### src/rtl/instruction_fetch_unit_if.sv
// Fetch-stage bus: instruction memory request/response, decode handshake and redirect.
interface instruction_fetch_unit_if;
  logic        imem_req_o;
  logic [31:0] imem_addr_o;
  logic        imem_rvalid_i;
  logic [31:0] imem_rdata_i;
  logic        instr_valid_o;
  logic        instr_ready_i;
  logic [31:0] Instruction_bus_o;
  logic [6:0]  op_o;
  logic [31:0] pc_o;
  logic        redirect_i;
  logic [31:0] redirect_pc_i;
  logic        misaligned_o;

  modport master (
    output imem_req_o, imem_addr_o, instr_valid_o, Instruction_bus_o, op_o, pc_o, misaligned_o,
    input  imem_rvalid_i, imem_rdata_i, instr_ready_i, redirect_i, redirect_pc_i
  );

  modport slave (
    input  imem_req_o, imem_addr_o, instr_valid_o, Instruction_bus_o, op_o, pc_o, misaligned_o,
    output imem_rvalid_i, imem_rdata_i, instr_ready_i, redirect_i, redirect_pc_i
  );
endinterface

### src/rtl/instruction_fetch_unit.sv
// RISC-V fetch stage: owns the PC, one outstanding imem request, holds the word for decode.
// MISALIGN_CHECK_EN: misaligned redirect targets halt the fetcher instead of being force-aligned.
//
// state | meaning
// IDLE  | reset, first edge after release starts fetching
// REQ   | request strobe on imem for pc
// WAIT  | request in flight, waiting for rvalid
// HOLD  | instruction register valid, waiting for decode
// HALT  | misaligned redirect seen, only reset leaves
module instruction_fetch_unit #(
  parameter logic [31:0] RESET_PC = 32'h0040_0000
) (
  input  logic clk,
  input  logic reset,
  instruction_fetch_unit_if.master bus
);

  typedef enum logic [2:0] {IDLE, REQ, WAIT, HOLD, HALT} state_t;

  state_t      state;
  logic [31:0] pc;
  logic [31:0] ir;
  logic        discard;
  logic        misaligned;
  logic [31:0] target;
  logic        bad_target;

`ifdef MISALIGN_CHECK_EN
  assign target     = bus.redirect_pc_i;
  assign bad_target = bus.redirect_i && (bus.redirect_pc_i[1:0] != 2'b00);
`else
  assign target     = {bus.redirect_pc_i[31:2], 2'b00};
  assign bad_target = 1'b0;
`endif

  always_ff @(posedge clk or negedge reset) begin
    if (!reset) begin
      state      <= IDLE;
      pc         <= RESET_PC;
      ir         <= 32'h0;
      discard    <= 1'b0;
      misaligned <= 1'b0;
    end else if (bad_target && state != HALT) begin
      misaligned <= 1'b1;
      state      <= HALT;
    end else begin
      case (state)
        IDLE: begin
          state <= REQ;
          if (bus.redirect_i) pc <= target;
        end
        REQ: begin
          state <= WAIT;
          if (bus.redirect_i) begin
            pc      <= target;
            discard <= 1'b1;
          end
        end
        WAIT: begin
          if (bus.imem_rvalid_i) begin
            // a same-cycle redirect makes this response stale as well
            discard <= 1'b0;
            if (bus.redirect_i) pc <= target;
            if (discard || bus.redirect_i) begin
              state <= REQ;
            end else begin
              ir    <= bus.imem_rdata_i;
              state <= HOLD;
            end
          end else if (bus.redirect_i) begin
            pc      <= target;
            discard <= 1'b1;
          end
        end
        HOLD: begin
          if (bus.redirect_i) begin
            pc    <= target;
            state <= REQ;
          end else if (bus.instr_ready_i) begin
            pc    <= pc + 32'd4;
            state <= REQ;
          end
        end
        HALT: state <= HALT;
        default: state <= IDLE;
      endcase
    end
  end

  assign bus.imem_req_o        = (state == REQ);
  assign bus.imem_addr_o       = pc;
  assign bus.instr_valid_o     = (state == HOLD);
  assign bus.Instruction_bus_o = ir;
  assign bus.op_o              = ir[6:0];
  assign bus.pc_o              = pc;
  assign bus.misaligned_o      = misaligned;

endmodule
### src/flat_wrapper.sv
// flat-port wrapper written by rule: the top's interface ports become plain ports
module instruction_fetch_unit_flat 
#(
  parameter logic [31:0] RESET_PC = 32'h0040_0000
)
  (clk, reset, bus_imem_req_o, bus_imem_addr_o, bus_instr_valid_o, bus_Instruction_bus_o, bus_op_o, bus_pc_o, bus_misaligned_o, bus_imem_rvalid_i, bus_imem_rdata_i, bus_instr_ready_i, bus_redirect_i, bus_redirect_pc_i);
  instruction_fetch_unit_if bus_i ();
  input  logic clk;
  input  logic reset;
  output wire logic [$bits(bus_i.imem_req_o)-1:0] bus_imem_req_o;
  output wire logic [$bits(bus_i.imem_addr_o)-1:0] bus_imem_addr_o;
  output wire logic [$bits(bus_i.instr_valid_o)-1:0] bus_instr_valid_o;
  output wire logic [$bits(bus_i.Instruction_bus_o)-1:0] bus_Instruction_bus_o;
  output wire logic [$bits(bus_i.op_o)-1:0] bus_op_o;
  output wire logic [$bits(bus_i.pc_o)-1:0] bus_pc_o;
  output wire logic [$bits(bus_i.misaligned_o)-1:0] bus_misaligned_o;
  input wire logic [$bits(bus_i.imem_rvalid_i)-1:0] bus_imem_rvalid_i;
  input wire logic [$bits(bus_i.imem_rdata_i)-1:0] bus_imem_rdata_i;
  input wire logic [$bits(bus_i.instr_ready_i)-1:0] bus_instr_ready_i;
  input wire logic [$bits(bus_i.redirect_i)-1:0] bus_redirect_i;
  input wire logic [$bits(bus_i.redirect_pc_i)-1:0] bus_redirect_pc_i;
  assign bus_imem_req_o = bus_i.imem_req_o;
  assign bus_imem_addr_o = bus_i.imem_addr_o;
  assign bus_instr_valid_o = bus_i.instr_valid_o;
  assign bus_Instruction_bus_o = bus_i.Instruction_bus_o;
  assign bus_op_o = bus_i.op_o;
  assign bus_pc_o = bus_i.pc_o;
  assign bus_misaligned_o = bus_i.misaligned_o;
  assign bus_i.imem_rvalid_i = bus_imem_rvalid_i;
  assign bus_i.imem_rdata_i = bus_imem_rdata_i;
  assign bus_i.instr_ready_i = bus_instr_ready_i;
  assign bus_i.redirect_i = bus_redirect_i;
  assign bus_i.redirect_pc_i = bus_redirect_pc_i;
  instruction_fetch_unit #(.RESET_PC(RESET_PC)) u_core (.clk(clk), .reset(reset), .bus(bus_i));
endmodule
### config.mk
export PLATFORM = sky130hd
export DESIGN_NAME = instruction_fetch_unit_flat
export DESIGN_NICKNAME = d
export VERILOG_FILES = /design/src/rtl/instruction_fetch_unit_if.sv /design/src/rtl/instruction_fetch_unit.sv /design/src/flat_wrapper.sv
export SDC_FILE = /design/constraint.sdc
export NUM_CORES = 1
export LEC_CHECK = 0
export ABC_CLOCK_PERIOD_IN_PS = 4000
export BUFFER_PORTS_ARGS = -buffer_cell sky130_fd_sc_hd__buf_2
export CAP_MARGIN = 20
export CORE_MARGIN = 1
export CORE_UTILIZATION = 30
export DETAILED_ROUTE_END_ITERATION = 16
export GPL_TIMING_DRIVEN = 0
export HOLD_SLACK_MARGIN = 0.03
export PLACE_DENSITY = 0.66
export SETUP_SLACK_MARGIN = 0.2
export SLEW_MARGIN = 5
export SYNTH_ARGS = -nofsm -noshare
export SYNTH_HDL_FRONTEND = slang
export SYNTH_SLANG_ARGS = --single-unit
### constraint.sdc
create_clock -name clk -period 4 [get_ports clk]
set_input_delay 1 -clock clk [delete_from_list [all_inputs] [get_ports clk]]
set_output_delay 1 -clock clk [all_outputs]
set_load 0.02 [all_outputs]
==> metrics.md, run 1 <==
| Metric | Value |
|---|---|
| CP Capture Type | primary output |
| Fmax | between 0.3 and 0.4 GHz |
| Clk sinks | 66 |
| Most Crowded Layer GR | met2 |
| Primary FF master, synth | dfrtp_1 |
| Cells after synthesis | approximately 400 |
| Critical path's largest stage delay | 0.46 ns |
| Peak supply drop | 0.000275 V |
| Grt met2 use | 29.0% |
| Most frequent cells in the layout | buf_2 (182), dfrtp_1 (65), buf_4 (49) |
| CP dominant cell by count | buf_2 |
| Row cnt | 40 |
| Commonest non-fill, non-tap cell in the layout | buf_2 |
| CTS tree | done |
| Routed WL | approximately 12 mm |
| Initial antenna violation count | 0 |
| Synth top area share | about 42% |
| Placed Cells | 729 |
| Final Skew | 0.0143 ns |
| Starting Density | 31.4% |
| Worst Path Arrival | 1.80 ns |
| Hold slack | 0.494 ns |
| Largest net degree at the start of global routing | 67 |
| Synth async-reset ratio | 100% |
| Final #Nets | 642 |
| CP Cell Sequence | buf_2 -> inv_1 -> clkbuf_1 -> and3_1 -> buf_2 |
| Final setup viols | 0 |
| Pwr Density | roughly 750 nW/um^2 |
| Fillers | 1193 |
| RSZ-0062 raised after global routing | false |
| CTS resizes | 0 |
| CP max stage cell | clkbuf_1 |
| Vias in the first global route | 3392 |
| Root buf cell | clkbuf_16 |
| Residual DRC | 0 |
| Final worst path period share | 70.0% |
| GRT Util Overall | 17.6% |
| Diode count | 0 |
| Sequential-to-total area share from yosys stat | 43.0% |
| Worst skew pair latency | 0.33 ns |
| Fin. Hold Viols | 0 |
| Max-slew violations | 0 |
| Worst-Margin Slew | 0.839 ns |
| Antenna viol nets, final | 0 |
| Post-synth EDFFs | 0 |
| CP required | 3.00 ns |
| Mean Syn Cell Area | 9.86 sq um |
| Layout cell share with drive strength beyond 1 | 48.9% |
| Drt wl/cell | 15.5 um |
| Reg-to-Reg Start | u_core.bus.imem_addr_o[2] |
| Ys Warns | 0 |
| Post-layout minimum cycle time | 2.80 ns |
| Initial DRC count | 219 |
| Hold_sp | u_core.bus.Instruction_bus_o[13] |
| Unique masters post-synth | 50 |
| Setup TNS Final | 0 ns |
| CP startpoint kind | flop |
| Post-synth top area cell | dfrtp_1 |
| Area growth syn-to-layout | 35.2% |
| Hold-fix buffers, CTS | 0 |
| Port Buffers | 167 |
| Post-CTS Setup Bufs | 0 |
| Total CTS buffers | 9 |
| Post-DP HPWL | around 8.6 mm |
| Die width | 115 um |
| Avg Vias per Cell | 5.11 |
| Worst Setup Path Type | reg -> out |
| Met3 track demand over resource | 4.69% |
| GRT overflow | 0 |
| Core box area | approximately 12000 sq um |
| Die area | around 13000 sq um |
| Vias | approximately 3800 |
| FF+latch area | 1650 sq um |
| Met1 Use GR | 22.4% |
| Seq cells post-synth | 66 |
| Max_slew headroom | 44.1% |
| Layout Utilization | between 40% and 50% |
| Hold Crit Class | reg -> reg |
| Maximum clock insertion buffer count | 2 |
| DRT Pass-1 Iters | 8 |
| H-tree depth | 3 |
| Routability congestion estimate from global placement | 0.900 |
| CP startpoint | u_core.state[2] |
| CP Max Fanout | 10 |
| Clock transition at path regs | 0.06 ns |
| Outcome | finished clean |
| Multi-input gate area | 1720 sq um |
| Io pins | 175 |
| LEAKAGE | around 0.0025 uW |
| Mapped Area | 3850 sq um |
| Die Y-Extent | 115 um |
| Max cap viols | 0 |
| Synth top area cells | dfrtp_1 (42%), buf_4 (9.4%), mux2_2 (9.4%) |
| Non-Filler Instances | 745 |
| Global-route wire length before repair | 17.8 mm |
==> kinds of logic (layout without fill, tap and decap cells) <==
logic type                 Yosys count  after routing  share of synthesized area, %
other                                1              5                        0.0975
muxes                               33             33                          9.63
DFF                                 66             66                          43.0
adders and majority gates            1              1                         0.325
and+or+nand+nor                    127            127                          19.3
buffers and inverters               76            259                          12.6
AOI/OAI and AO/OA                   86             86                          15.1
==> sequential cells by signal, summed over array words and instances, names as in the netlist <==
signal / count
u_core.bus.imem_addr_o: 30
u_core.state: 3
u_core.bus.Instruction_bus_o: 32
u_core.discard: 1
==> critical path, delay by kind of cell, from the launching register on <==
kind / cells / cell delay, ns
buffers and inverters: 4 / 0.87
DFF: 1 / 0.37
and+or+nand+nor: 1 / 0.24
==> power by group <==
| part | switching (uW) | leakage (uW) | internal, uW |
|---|---|---|---|
| Combinational | 1120 | 0.00158 | 802 |
| Clock | 287 | 0.000141 | 484 |
| Sequential | 266 | 0.000802 | 931 |
| Total | 1680 | 0.00252 | 2220 |
==> per-stage QoR <==
step                      area, sq um  setup slack (ns)  total power (uW)
final                            5200              1.20              3890
after floorplan                  3860              1.89              2480
after detailed placement         4910              1.41              3140
after CTS                        5200              1.21              3930
after global routing             5200              1.10              4150
after global placement           4910              1.42              3100
==> routing by layer <==
metal / up-vias / routed length (um)
li1: 1791 / -
met1: 1795 / 5030
met2: 204 / 5430
met3: 19 / 842
met4: 0 / 212
met5: - / 0
==> area by class of cell <==
| type | instances | area share [%] |
|---|---|---|
| multi-input combinational | 252 | 33.1 |
| inverter | 5 | 0.361 |
| timing repair buffer | 167 | 16.1 |
| clock inverter | 4 | 1.01 |
| tap | 168 | 4.04 |
| sequential | 66 | 31.8 |
| clock buffer | 12 | 4.55 |
| buffer | 71 | 8.98 |
==> cell usage after synthesis, types with 3 or more instances <==
| library cell | count |
|---|---|
| buf_4 | 48 |
| buf_2 | 16 |
| and4_1 | 9 |
| nand4_1 | 21 |
| a21oi_1 | 22 |
| a32oi_1 | 7 |
| a211oi_1 | 5 |
| a2bb2oi_1 | 3 |
| o22ai_1 | 8 |
| o21ai_0 | 11 |
| inv_1 | 5 |
| nand3_1 | 14 |
| nor2_1 | 16 |
| a22oi_1 | 5 |
| nor3_1 | 7 |
| nor4_1 | 3 |
| o22a_1 | 6 |
| and2_1 | 4 |
| nand2_1 | 21 |
| nand4b_1 | 3 |
| a31oi_1 | 5 |
| nand3b_1 | 3 |
| dfrtp_1 | 65 |
| mux2_2 | 32 |
| o211ai_1 | 5 |
| clkbuf_1 | 6 |
| and3_1 | 10 |
==> path summary, 6_finish.rpt <==
path | endpoint | slack [ns] | depth (start not counted)
worst max-delay path | bus_instr_valid_o | 1.20 | 5
worst min-delay path | u_core.bus.Instruction_bus_o[13] | 0.49 | 1
worst max register to register | u_core.bus.imem_addr_o[28] | 2.03 | 5
worst min register to register | u_core.bus.Instruction_bus_o[13] | 0.49 | 1
max in group asynchronous | u_core.bus.Instruction_bus_o[31] | 2.66 | 1
min in group asynchronous | u_core.bus.imem_addr_o[29] | 0.76 | 1
No activity file was read; power rests on OpenSTA's default activity.
==> run 2: changes to the inputs <==
--- a/config.mk
+++ b/config.mk
@@ -5,7 +5,8 @@
 export SDC_FILE = /design/constraint.sdc
 export NUM_CORES = 1
 export LEC_CHECK = 0
-export ABC_CLOCK_PERIOD_IN_PS = 4000
+export ABC_AREA = 1
+export ABC_CLOCK_PERIOD_IN_PS = 2500
 export BUFFER_PORTS_ARGS = -buffer_cell sky130_fd_sc_hd__buf_2
 export CAP_MARGIN = 20
 export CORE_MARGIN = 1
@@ -13,7 +14,7 @@
 export DETAILED_ROUTE_END_ITERATION = 16
 export GPL_TIMING_DRIVEN = 0
 export HOLD_SLACK_MARGIN = 0.03
-export PLACE_DENSITY = 0.66
+export PLACE_DENSITY = 0.68
 export SETUP_SLACK_MARGIN = 0.2
 export SLEW_MARGIN = 5
 export SYNTH_ARGS = -nofsm -noshare
==> constraint.sdc (replaced) <==
create_clock -name clk -period 2.5 [get_ports clk]
set_input_delay 0.625 -clock clk [delete_from_list [all_inputs] [get_ports clk]]
set_output_delay 0.625 -clock clk [all_outputs]
set_load 0.02 [all_outputs]
==> run 2 against run 1 <==
Effect of this change: register-to-register slack worse by 1.4 ns; wire length up 5.3%; area after synthesis up 3.8%; core utilization down 0.38 points; sequential cell count unchanged; total power up 70%; sequential power up 73%; final cell count up 19%; highest routed layer unchanged.
==> metrics.md, run 2 <==
| Metric | Value |
|---|---|
| Total CTS buffers | 9 (unchanged) |
| Commonest cells post-synth | nand2_1 (148), nor2_1 (86), dfrtp_1 (65) |
| Clock transition at path regs | 0.06 ns (about the same) |
| Seq cells post-synth | 66 (unchanged) |
| Io pins | 175 (unchanged) |
| Post-layout minimum cycle time | between 2 and 2.5 ns |
| CP required | 1.88 ns (-1.12 ns) |
| Reg-to-reg slack, setup | 0.59 ns (-1.44 ns) |
| Routed WL | 12.1 mm (+5.3%) |
| CP Capture Type | primary output |
| Residual DRC | 0 (unchanged) |
| Cells after synthesis | 523 (+34%) |
| Final Skew | 0.00890 ns (-0.00543 ns) |
| LEAKAGE | 0.00285 uW (+13%) |
| CP max stage cell | dfrtp_1 |
| Power consumption | 6630 uW (+70%) |
| Synth top area cells | dfrtp_1 (41%), nand2_1 (14%), buf_4 (9.2%) |
| CTS tree | done |
| Outcome | finished clean |
| Final #Nets | 776 (+21%) |
| Die area | 13800 sq um (+3.7%) |
| Placed Area | 5080 sq um (+3.5%) |
| CP startpoint | u_core.state[2] |
| Initial DRC count | 221 (+0.91%) |
| Setup TNS Final | 0 ns (unchanged) |
| Routability congestion estimate from global placement | 0.897 (-0.32%) |
| CP startpoint kind | flop |
| Post-synth top area cell | dfrtp_1 |
| Most frequent cells in the layout | buf_2 (170), nand2_1 (148), nor2_1 (86) |
| GRT overflow | 0 (unchanged) |
| Drt wl/cell | 13.7 um (-11%) |
| Row cnt | 41 (+2.5%) |
| Worst Path Arrival | 1.40 ns (-0.40 ns) |
| RSZ-0062 raised after global routing | false |
| Peak supply drop | 0.000626 V (+130%) |
| Worst skew pair latency | 0.34 ns (about the same) |
| Antenna viol nets, final | 0 (unchanged) |
| Reg-to-Reg Start | u_core.bus.imem_addr_o[3] |
| Final worst path period share | 81.2% |
| DRT Pass-1 Iters | 4 (-4) |
| Synth top area share | 40.7% (-1.6 points) |
| Ys Warns | 0 (unchanged) |
| Unique masters post-synth | 29 (-42%) |
| Commonest non-fill, non-tap cell in the layout | buf_2 |
| Starting Density | 31.3% (-0.11 points) |
| Max cap viols | 0 (unchanged) |
| Fin. Hold Viols | 0 (unchanged) |
| Die Y-Extent | 117 um (+1.8%) |
| Primary FF master, synth | dfrtp_1 |
| Initial antenna violation count | 0 (unchanged) |
| Vias | 3985 (+4.6%) |
| Area growth syn-to-layout | 34.4% |
| Critical path's largest stage delay | 0.44 ns (-0.02 ns) |
| Synth async-reset ratio | 100% (unchanged) |
| Most common cell in the netlist | nand2_1 |
| Die width | 117 um (+1.8%) |
| Worst-Margin Slew | 0.545 ns (-0.294 ns) |
| Hold-fix buffers, CTS | 0 (unchanged) |
| Maximum clock insertion buffer count | 2 (unchanged) |
| Placed Cells | 867 (+19%) |
| Mean Syn Cell Area | 7.63 sq um (-23%) |
| Pwr Density | 1240 nW/um^2 (+65%) |
| Fmax | 0.493 GHz |
| CP Cell Sequence | nor3_1 -> buf_2 |
| Hold Crit Class | in -> async |
| Max_slew headroom | 63.7% (+20 points) |
| Largest net degree at the start of global routing | 42 (-37%) |
| Sequential-to-total area share from yosys stat | 41.4% (-1.6 points) |
| Post-DP HPWL | 9.36 mm (+9.0%) |
| Post-synth EDFFs | 0 (unchanged) |
| Final setup viols | 0 (unchanged) |
| Finished Cell Area | 5370 sq um (+3.2%) |
| Layout Utilization | 42.0% (-0.38 points) |
| Core box area | 12800 sq um (+4.2%) |
| Layout cell share with drive strength beyond 1 | 39.4% (-9.5 points) |
| Clk sinks | 66 (unchanged) |
| Port Buffers | 167 (unchanged) |
| Fillers | 1330 (+11%) |
| Avg Vias per Cell | 4.51 (-12%) |
| Max reg flops | 32 (unchanged) |
| Mapped Area | 3990 sq um (+3.8%) |
| GRT Util Overall | 18.6% (+1.0 points) |
| CP Max Fanout | 4 (-6) |
| Diode count | 0 (unchanged) |
| Non-Filler Instances | 883 (+19%) |
| CTS resizes | 0 (unchanged) |
| Root buf cell | clkbuf_16 |
| Max-slew violations | 0 (unchanged) |
| Vias in the first global route | 4047 (+19%) |
| Post-CTS Setup Bufs | 0 (unchanged) |
| Global-route wire length before repair | 20.1 mm (+13%) |
| H-tree depth | 3 (unchanged) |
| Worst Setup Path Type | reg -> out |
## run 2: cell count changes in the layout (fill, tap and decap cells not counted), moves of 6 or more
cell     change
nand4_1     -17
buf_2       -12
and4_1       -9
a32oi_1      -7
inv_1       +26
and3_1      -10
o22a_1       -6
o21ai_1     +10
nand3_1     +19
nor2_1      +70
nand2_1    +127
## run 2: logic make-up (layout without fill, tap and decap cells)
logic type               Yosys count  after routing  share of synthesized area [%]
XOR/XNOR                           3              3                          0.658
buffers and inverters             91            275                           13.3
multiplexers                      33             33                           9.31
AO/OA/AOI/OAI                     45             45                           5.86
AND/OR/NAND/NOR                  283            283                           29.1
adder cells (fa/ha/maj)            1              1                          0.313
other                              1              5                         0.0939
flip-flops                        66             66                           41.4
## run 2: worst max-delay path: cells and delay by family (launching register included)
family	cells	cell delay [ns]
buffers and inverters	1	0.25
flip-flops	1	0.44
AND/OR/NAND/NOR	1	0.38
## run 2: metrics by stage
stage          setup slack, ns  hold WS [ns]
6_report                 0.470         0.191
5_1_grt                  0.401         0.225
4_1_cts                  0.463         0.202
3_5_place_dp             0.453         0.484
3_3_place_gp             0.452         0.474
2_1_floorplan            0.847         0.329
## run 2: area by class of cell
class | instances | area (sq um) | share of cell area [%]
flip-flops and latches | 66 | 1650 | 30.8
clock buffers | 10 | 229 | 4.27
plain buffers | 57 | 403 | 7.51
repair buffers | 168 | 858 | 16.0
well taps | 172 | 215 | 4.01
multi-input cells | 370 | 1820 | 34.0
inverters | 34 | 128 | 2.38
clock inverters | 6 | 57.6 | 1.07
## run 2: worst paths after layout
path                            cells after the start                               end
min in group clk                                    1                   u_core.state[2]
worst max register to register                     10        u_core.bus.imem_addr_o[20]
worst max-delay path                                2                    bus_imem_req_o
worst min-delay path                                1  u_core.bus.Instruction_bus_o[21]
max in group asynchronous                           2        u_core.bus.imem_addr_o[30]
worst min register to register                      1                   u_core.state[2]
## run 2: metal layers
layer	part of all wire (%)	global-route usage [%]	vias to the layer above
li1	-	-	1989
met1	43	22.3	1830
met2	48	32.3	155
met3	7.5	4.47	11
met4	1.2	6.17	0
met5	0	0	-
## run 2: report_power, final
part	internal [uW]	total [uW]	leakage (uW)	switching [uW]
combinational	1330	3320	0.00189	1990
sequential	1530	2070	0.000817	531
clock	764	1240	0.000142	480
==> run 3: changes to the inputs <==
--- a/config.mk
+++ b/config.mk
@@ -5,8 +5,8 @@
 export SDC_FILE = /design/constraint.sdc
 export NUM_CORES = 1
 export LEC_CHECK = 0
-export ABC_AREA = 1
-export ABC_CLOCK_PERIOD_IN_PS = 2500
+export ABC_AREA = 0
+export ABC_CLOCK_PERIOD_IN_PS = 2000
 export BUFFER_PORTS_ARGS = -buffer_cell sky130_fd_sc_hd__buf_2
 export CAP_MARGIN = 20
 export CORE_MARGIN = 1
@@ -14,7 +14,7 @@
 export DETAILED_ROUTE_END_ITERATION = 16
 export GPL_TIMING_DRIVEN = 0
 export HOLD_SLACK_MARGIN = 0.03
-export PLACE_DENSITY = 0.68
+export PLACE_DENSITY = 0.66
 export SETUP_SLACK_MARGIN = 0.2
 export SLEW_MARGIN = 5
 export SYNTH_ARGS = -nofsm -noshare
==> constraint.sdc (replaced) <==
create_clock -name clk -period 2 [get_ports clk]
set_input_delay 0.5 -clock clk [delete_from_list [all_inputs] [get_ports clk]]
set_output_delay 0.5 -clock clk [all_outputs]
set_load 0.02 [all_outputs]
==> run 3 against run 2 <==
Effect of this change: core utilization grew 2.0 points; sequential cell count is the same; wire length shrank 2.0%; combinational power grew 24%.
==> metrics.md, run 3 (same netlist as run 1, synthesis figures left out) <==
| Metric | Value |
|---|---|
| Diode count | 0 (unchanged) |
| Starting Density | 31.4% (+0.11 points) |
| Clk sinks | 66 (unchanged) |
| RSZ-0062 raised after global routing | true |
| Routability congestion estimate from global placement | 0.871 (-2.9%) |
| Placed Cells | 730 (-16%) |
| Grt met2 use | 31.3% (-1.0 points) |
| Initial antenna violation count | 0 (unchanged) |
| Fin. Hold Viols | 0 (unchanged) |
| Outcome | finished clean |
| CP dominant cell by count | buf_6 |
| Worst-Margin Slew | 0.531 ns (-0.0136 ns) |
| Hold-fix buffers, CTS | 0 (unchanged) |
| Vias | 3839 (-3.7%) |
| H-tree depth | 3 (unchanged) |
| Max_slew headroom | 64.6% (+0.91 points) |
| Vias in the first global route | 3476 (-14%) |
| Hold Crit Class | in -> async |
| Area growth syn-to-layout | 40.5% |
| Antenna viol nets, final | 0 (unchanged) |
| GRT overflow | 0 (unchanged) |
| Clock group share of total power | 18.1% (-0.7 points) |
| Final worst path period share | 90.1% |
| Peak supply drop | 0.000417 V (-33%) |
| Internal power consumption | 4510 uW (+24%) |
| Layout cell share with drive strength beyond 1 | 53.7% (+14 points) |
| LEAKAGE | 0.00264 uW (-7.5%) |
| Total CTS buffers | 9 (unchanged) |
| Met1 Use GR | 22.8% (+0.51 points) |
| Port Buffers | 167 (unchanged) |
| Setup TNS Final | 0 ns (unchanged) |
| Final setup viols | 0 (unchanged) |
| Pwr Density | 1470 nW/um^2 (+19%) |
| Clock transition at path regs | 0.06 ns (about the same) |
| CTS tree | done |
| Commonest non-fill, non-tap cell in the layout | buf_2 |
| Comb pwr share | 51.8% (+1.7 points) |
| Max cap viols | 0 (unchanged) |
| Global-route wire length before repair | 18.3 mm (-9.1%) |
| CP Cell Sequence | buf_6 -> inv_2 -> clkbuf_8 -> and3_4 -> buf_6 |
| Root buf cell | clkbuf_16 |
| Post-DP HPWL | 8.80 mm (-6.0%) |
| CP max stage cell | dfrtp_1 |
| Final Skew | 0.0111 ns (+0.00218 ns) |
| Core box area | 12300 sq um (-4.0%) |
| Die width | 115 um (-1.8%) |
| Final #Nets | 651 (-16%) |
| Row cnt | 40 (-2.4%) |
| Routed WL | 11.9 mm (-2.0%) |
| Avg Vias per Cell | 5.10 (+13%) |
| Maximum clock insertion buffer count | 2 (unchanged) |
| Largest net degree at the start of global routing | 67 (+60%) |
| Most Crowded Layer GR | met2 |
| Worst Setup Path Type | reg -> out |
| Non-Filler Instances | 753 (-15%) |
| CP Capture Type | primary output |
| Worst skew pair latency | 0.33 ns (about the same) |
| Switching Fraction | 43.1% (-2.2 points) |
| Initial DRC count | 331 (+50%) |
| Fmax | around 0.56 GHz |
| Worst Path Arrival | 1.30 ns (-0.10 ns) |
| Met3 track demand over resource | 2.74% (-1.7 points) |
| Drt wl/cell | 15.8 um (+15%) |
| Sequential share of power | 30.0% (-1.1 points) |
| CP Max Fanout | 6 (+2) |
| Max reg flops | 32 (unchanged) |
| GRT Util Overall | 18.1% (-0.49 points) |
| Post-layout minimum cycle time | 1.80 ns |
| Max-slew violations | 0 (unchanged) |
| CP startpoint kind | flop |
| Net Sw Power | 3420 uW (+14%) |
| Io pins | 175 (unchanged) |
| Die Y-Extent | 115 um (-1.8%) |
| Residual DRC | 0 (unchanged) |
| CP required | 1.50 ns (-0.38 ns) |
| Most frequent cells in the layout | buf_2 (177), dfrtp_1 (61), buf_4 (58) |
| Die area | 13300 sq um (-3.6%) |
| Critical path's largest stage delay | 0.38 ns (-0.06 ns) |
| DRT Pass-1 Iters | 5 (+1) |
[run 3: cell types whose count changed in the layout (fill, tap and decap cells not counted), sizes merged, moves of 6 or more]
cell | previous run | this run
o21ai | 21 | 11
nand2 | 148 | 21
nor2 | 87 | 16
nor3 | 3 | 9
buf | 221 | 242
nand3 | 34 | 15
and4 | 0 | 9
o22a | 0 | 6
a32oi | 0 | 7
and3 | 0 | 10
nand4 | 4 | 21
inv | 34 | 5
[run 3: critical path, delay by kind of cell, from the launching register on]
kind | cells | cell delay (ns)
buffers and inverters | 4 | 0.43
flip-flops | 1 | 0.38
AND/OR/NAND/NOR | 1 | 0.17
[run 3: power groups by stage]
stage	registers (uW)	logic (uW)	clock network, uW
5_1_grt	2460	4420	1540
3_5_place_dp	2420	3880	0
4_1_cts	2370	4050	1470
6_report	2380	4110	1440
2_1_floorplan	2920	2050	0
3_3_place_gp	2390	3840	0
[run 3: layout make-up]
type	instances	area (sq um)
Clock buffer	12	256
Timing Repair Buffer	176	935
Buffer	71	507
Clock inverter	3	15.0
Fill cell	1185	6860
Inverter	5	18.8
Tap cell	168	210
Multi-Input combinational cell	252	1800
Sequential cell	66	1660
[run 3: layer usage]
metal	wire [um]	part of all wire, %	vias to the layer above
met5	0	0	-
met1	4970	42	1808
li1	-	-	1797
met3	870	7.3	17
met4	196	1.6	0
met2	5860	49	217
[run 3: timing repair]
action / in CTS / in global routing
endpoints found under the setup margin: 27 / 54
pin swaps: 1 / 3
resized for setup: 19 / 25
buffers inserted: 6 / 2
[run 3: final timing paths]
path,cells after the start,slack (ns),startpoint,end
max in group asynchronous,2,1.52,reset,u_core.bus.imem_addr_o[22]
hold reg to reg,1,0.50,u_core.bus.Instruction_bus_o[10],u_core.bus.Instruction_bus_o[10]
min in group clk,2,0.41,bus_imem_rdata_i[4],u_core.bus.Instruction_bus_o[4]
hold / removal,2,0.16,reset,u_core.bus.imem_addr_o[29]
setup reg to reg,6,0.26,u_core.state[2],u_core.bus.imem_addr_o[21]
setup / recovery,5,0.20,u_core.state[2],bus_instr_valid_o
[run 3: metrics by stage]
stage / hold WS [ns] / util [%] / power (uW) / instance area, sq um / worst slack, ns
2_1_floorplan: 0.204 / - / 4970 / 3860 / 0.259
3_3_place_gp: 0.482 / 40.0 / 6220 / 4910 / -0.0819
3_5_place_dp: 0.489 / 40.3 / 6300 / 4940 / -0.134
4_1_cts: 0.183 / 43.5 / 7890 / 5330 / 0.165
5_1_grt: 0.192 / 44.1 / 8430 / 5400 / 0.144
6_report: 0.161 / 44.1 / 7930 / 5400 / 0.198
